File: src/rtl/data_mem_ctrl_pkg.sv
// data_mem_ctrl_pkg: stall-bus layout, stall levels and FSM encodings for the data-memory controller
package data_mem_ctrl_pkg;
  localparam int STALL_W = 6;
  localparam logic STOP = 1'b1;
  localparam logic NO_STOP = 1'b0;
  localparam int MEMC_TIMEOUT = 255;
  typedef enum logic [1:0] {
    MEMC_IDLE = 2'd0,
    MEMC_REQ  = 2'd1,
    MEMC_WAIT = 2'd2,
    MEMC_HOLD = 2'd3
  } memc_state_e;
endpackage

File: src/rtl/data_mem_ctrl.sv
// data_mem_ctrl: sequences EX loads/stores onto a req/addr_ok/data_ok bus, stalls while busy, holds the load word for MEM
module data_mem_ctrl
  import data_mem_ctrl_pkg::*;
#(
  parameter int ADDR_W  = 32,
  parameter int DATA_W  = 32,
  parameter int TIMEOUT = MEMC_TIMEOUT
) (
  input  logic               clk,
  input  logic               rst,
  input  logic [STALL_W-1:0] stall,
  input  logic               ex_req,
  input  logic               ex_wr,
  input  logic [3:0]         ex_wstrb,
  input  logic [ADDR_W-1:0]  ex_addr,
  input  logic [DATA_W-1:0]  ex_wdata,
  output logic               data_req,
  output logic               data_wr,
  output logic [3:0]         data_wstrb,
  output logic [ADDR_W-1:0]  data_addr,
  output logic [DATA_W-1:0]  data_wdata,
  input  logic               data_addr_ok,
  input  logic               data_data_ok,
  input  logic [DATA_W-1:0]  data_rdata,
  output logic               stallreq_mem,
  output logic [DATA_W-1:0]  mem_rdata,
  output logic               mem_rdata_vld,
  output logic               bus_err
);
  memc_state_e state_q, state_d;
  logic [7:0] cnt_q, cnt_d;
  logic wr_q, wr_d, vld_q, vld_d, err_q, err_d;
  logic [3:0] wstrb_q, wstrb_d;
  logic [ADDR_W-1:0] addr_q, addr_d;
  logic [DATA_W-1:0] wdata_q, wdata_d, rdata_q, rdata_d;
  logic hold_exit, accept, done, timeout;
  logic unused;
  assign unused = ^{stall[STALL_W-1:4], stall[1:0], ex_addr[1:0]};
  always_comb begin
    hold_exit = state_q == MEMC_HOLD && stall[3] == NO_STOP;
    accept = ex_req && stall[2] == NO_STOP && (state_q == MEMC_IDLE || hold_exit);
    done = data_data_ok && (state_q == MEMC_WAIT || (state_q == MEMC_REQ && data_addr_ok));
    timeout = state_q == MEMC_WAIT && !data_data_ok && cnt_q + 8'd1 == TIMEOUT[7:0];
    state_d = state_q;
    unique case (state_q)
      MEMC_IDLE: state_d = accept ? MEMC_REQ : MEMC_IDLE;
      MEMC_REQ:  state_d = done ? MEMC_HOLD : data_addr_ok ? MEMC_WAIT : MEMC_REQ;
      MEMC_WAIT: state_d = (done || timeout) ? MEMC_HOLD : MEMC_WAIT;
      MEMC_HOLD: state_d = !hold_exit ? MEMC_HOLD : accept ? MEMC_REQ : MEMC_IDLE;
    endcase
    wr_d = accept ? ex_wr : wr_q;
    wstrb_d = accept ? (ex_wr ? ex_wstrb : 4'd0) : wstrb_q;
    addr_d = accept ? {ex_addr[ADDR_W-1:2], 2'b00} : addr_q;
    wdata_d = accept ? ex_wdata : wdata_q;
    cnt_d = accept ? 8'd0 : state_q == MEMC_WAIT ? cnt_q + 8'd1 : cnt_q;
    rdata_d = timeout ? '0 : (done && !wr_q) ? data_rdata : rdata_q;
    vld_d = (hold_exit || timeout) ? 1'b0 : (done && !wr_q) ? 1'b1 : vld_q;
    err_d = err_q || timeout;
    stallreq_mem = state_q == MEMC_REQ || state_q == MEMC_WAIT || (state_q == MEMC_IDLE && accept);
  end
  always_ff @(posedge clk) begin
    if (rst) begin
      state_q <= MEMC_IDLE;
      cnt_q <= '0;
      wr_q <= 1'b0;
      wstrb_q <= '0;
      addr_q <= '0;
      wdata_q <= '0;
      rdata_q <= '0;
      vld_q <= 1'b0;
      err_q <= 1'b0;
    end else begin
      state_q <= state_d;
      cnt_q <= cnt_d;
      wr_q <= wr_d;
      wstrb_q <= wstrb_d;
      addr_q <= addr_d;
      wdata_q <= wdata_d;
      rdata_q <= rdata_d;
      vld_q <= vld_d;
      err_q <= err_d;
    end
  end
  assign data_req = state_q == MEMC_REQ;
  assign data_wr = wr_q;
  assign data_wstrb = wstrb_q;
  assign data_addr = addr_q;
  assign data_wdata = wdata_q;
  assign mem_rdata = rdata_q;
  assign mem_rdata_vld = vld_q;
  assign bus_err = err_q;
endmodule

File: config.mk
export PLATFORM = sky130hd
export DESIGN_NAME = data_mem_ctrl
export DESIGN_NICKNAME = d
export VERILOG_FILES = /design/src/rtl/data_mem_ctrl_pkg.sv /design/src/rtl/data_mem_ctrl.sv
export SDC_FILE = /design/constraint.sdc
export NUM_CORES = 1
export LEC_CHECK = 0
export CAP_MARGIN = 10
export CORE_MARGIN = 3
export CORE_UTILIZATION = 35
export DETAILED_ROUTE_END_ITERATION = 10
export PLACE_DENSITY = 0.69
export SYNTH_ARGS = -nofsm -noshare
export SYNTH_HDL_FRONTEND = slang
export SYNTH_SLANG_ARGS = --single-unit
File: constraint.sdc
create_clock -name clk -period 5.75 [get_ports clk]
set_input_delay 0.575 -clock clk [delete_from_list [all_inputs] [get_ports clk]]
set_output_delay 0.575 -clock clk [all_outputs]
set_load 0.01 [all_outputs]
==> impl_metrics.json <==
{
  "grt-ovfl-total": 0,
  "dieWidth_um": 116.2,
  "fmax_ghz": 0.3587,
  "cts_tree": "done",
  "yosysSeqAreaShare": 0.5227,
  "setup_viol": 0,
  "dr.pass1.iters": 4,
  "dp_cells": 836,
  "place_ws_ns": 2.983,
  "setup_ws_ns": 2.962,
  "totalWireLength_mm": 12.30,
  "ys_types": 36,
  "grt_usage": 0.1754,
  "finalCriticalPeriod_ns": 2.788,
  "die_area_mm2": 0.01351,
  "fin_util": 0.5739,
  "path_max_fanout": 5,
  "fin_setup_tns_ns": 0,
  "antenna_found_initial": 0,
  "period_share": 0.4848,
  "drv_cap": 0,
  "wl_per_cell_um": 14.44,
  "drtIter0Drc": 206,
  "grt_setup_unrepaired": "false",
  "fin_area_mm2": 0.006693,
  "avgSynthCellArea_um2": 8.255,
  "cts.sinks": 111,
  "cp.arrival_ns": 2.21,
  "placed_cell_area_mm2": 0.006392,
  "relSlewSlack": 0.5068,
  "finalHoldViolCount": 0,
  "synth_seq_cells": 111,
  "post-cts-setup-buffer-count": 0,
  "diodes": 0,
  "status": "finished clean",
  "synth_edf_count": 0,
  "cts_resized": 0,
  "cts_buffer_depth": 2,
  "via_per_inst": 4.772,
  "via_count": 4066,
  "htreeDepth": 3,
  "regToRegSetupSlack_ns": 3.44,
  "drcViolationCount": 0,
  "row_count": 39,
  "hold_slack_ns": 0.4523,
  "finClkSkew_ns": 0.005248,
  "grt_pass1_wl_mm": 19.05,
  "cts_inserted_buffers": 9,
  "ios": 217,
  "fp.dieH_um": 116.2,
  "numPortBuffers": 208,
  "syn_inst": 515,
  "clk_pin_slew_ns": 0.07,
  "critPathCaptureType": "output port",
  "tightestPinTransition_ns": 0.7398,
  "min_path_type": "reg2reg",
  "yosysWarnings": 0,
  "async_flop_share": 0,
  "hpwl_mm": 8.716,
  "critPathKind": "in2out",
  "power_mw": 1.648,
  "area_growth_syn_to_layout_pct": 57.42,
  "final-instance-count-excl-fill": 852,
  "insertion_delay_ns": 0.34,
  "cp.required_ns": 5.18,
  "synth_area_mm2": 0.004252,
  "fin_nets": 822,
  "place_congestion": 0.7592,
  "root_buffer": "clkbuf_16",
  "final_max_slew_viol_count": 0,
  "grt_max_degree": 70,
  "yosys_most_used_dff": "dfxtp_1",
  "p_leak_nw": 2.312,
  "final_layout_size_suffix_gt1_frac": 0.08181,
  "grt_pass1_vias": 3973,
  "floorplan.initialDensity": 0.3646,
  "antenna_left": 0,
  "core-area_mm2": 0.01166,
  "worstSetupStartpointType": "primary input",
  "peakVddDrop_v": 0.0001769,
  "powerDensity_mw_per_mm2": 246.3,
  "ctsHoldBuffers": 0
}
[placed cells by master (no fill, tap or decap), types with 3 or more instances in the layout]
master and instances:
ha_1 6, clkdlybuf4s50_1 207, xor2_1 5, nand3_1 6, xnor2_1 3, nand2_1 202, dfxtp_1 111, inv_1 7
buf_4 5, a21oi_2 30, a21oi_1 72, clkbuf_16 9, nor2_1 11
[critical path, cell delays in order]
cell	delay (ns)
clkdlybuf4s50_1	0.44
nor2b_1	0.46
a21o_1	0.19
clkdlybuf4s50_1	0.54
[metal layers]
metal	track usage	wire, um	part of all wire
met1	0.2119	5224	0.42
met2	0.2919	5852	0.48
met3	0.05648	960	0.078
met4	0.06651	265	0.022
met5	0	0	0
[layout make-up]
type / count / area (um2)
Multi-Input combinational cell: 362 / 1851
Sequential cell: 111 / 2222
Fill cell: 1056 / 4970
Timing Repair Buffer: 213 / 2115
Tap cell: 143 / 178.9
Clock inverter: 4 / 53.80
Clock buffer: 12 / 246.5
Inverter: 7 / 26.28
[cells in the mapped netlist (3+ instances only)]
cell | instances | share of area
nand2_1 | 202 | 0.18
nor2_1 | 11 | 0.0097
ha_1 | 6 | 0.018
a21oi_2 | 30 | 0.062
clkbuf_1 | 25 | 0.022
buf_1 | 3 | 0.0026
nand3_1 | 6 | 0.0071
a21oi_1 | 72 | 0.085
buf_6 | 4 | 0.011
inv_1 | 7 | 0.0062
dfxtp_1 | 111 | 0.52
xnor2_1 | 3 | 0.0062
xor2_1 | 5 | 0.010
[cells by family after synthesis]
family | Yosys count | share of synthesized area
adder cells (fa/ha/maj) | 6 | 0.01766
flip-flops | 111 | 0.5227
AND/OR/NAND/NOR | 231 | 0.2166
other | 1 | 0.0008820
AO/OA/AOI/OAI | 115 | 0.1783
XOR/XNOR | 8 | 0.01648
buffers and inverters | 43 | 0.04738
[sequential cells by signal, summed over array words and instances, names as in the netlist]
| signal | count |
|---|---|
| data_wdata | 32 |
| mem_rdata | 32 |
| data_addr | 30 |
| cnt_q | 8 |
| data_wstrb | 4 |
| state_q | 2 |
| bus_err | 1 |
| data_wr | 1 |
| mem_rdata_vld | 1 |
[final timing paths]
check | endpoint | depth (start not counted) | startpoint
setup / recovery | stallreq_mem | 4 | ex_req
hold / removal | data_addr[21] | 2 | data_addr[21]
setup reg to reg | mem_rdata_vld | 7 | state_q[0]
hold reg to reg | data_addr[21] | 2 | data_addr[21]
[power breakdown]
part / total [mW] / internal (mW) / switching, mW
clock network: 0.627 / 0.352 / 0.275
registers: 0.806 / 0.793 / 0.0126
logic: 0.215 / 0.124 / 0.0904
(Power assumes the default switching activity.)
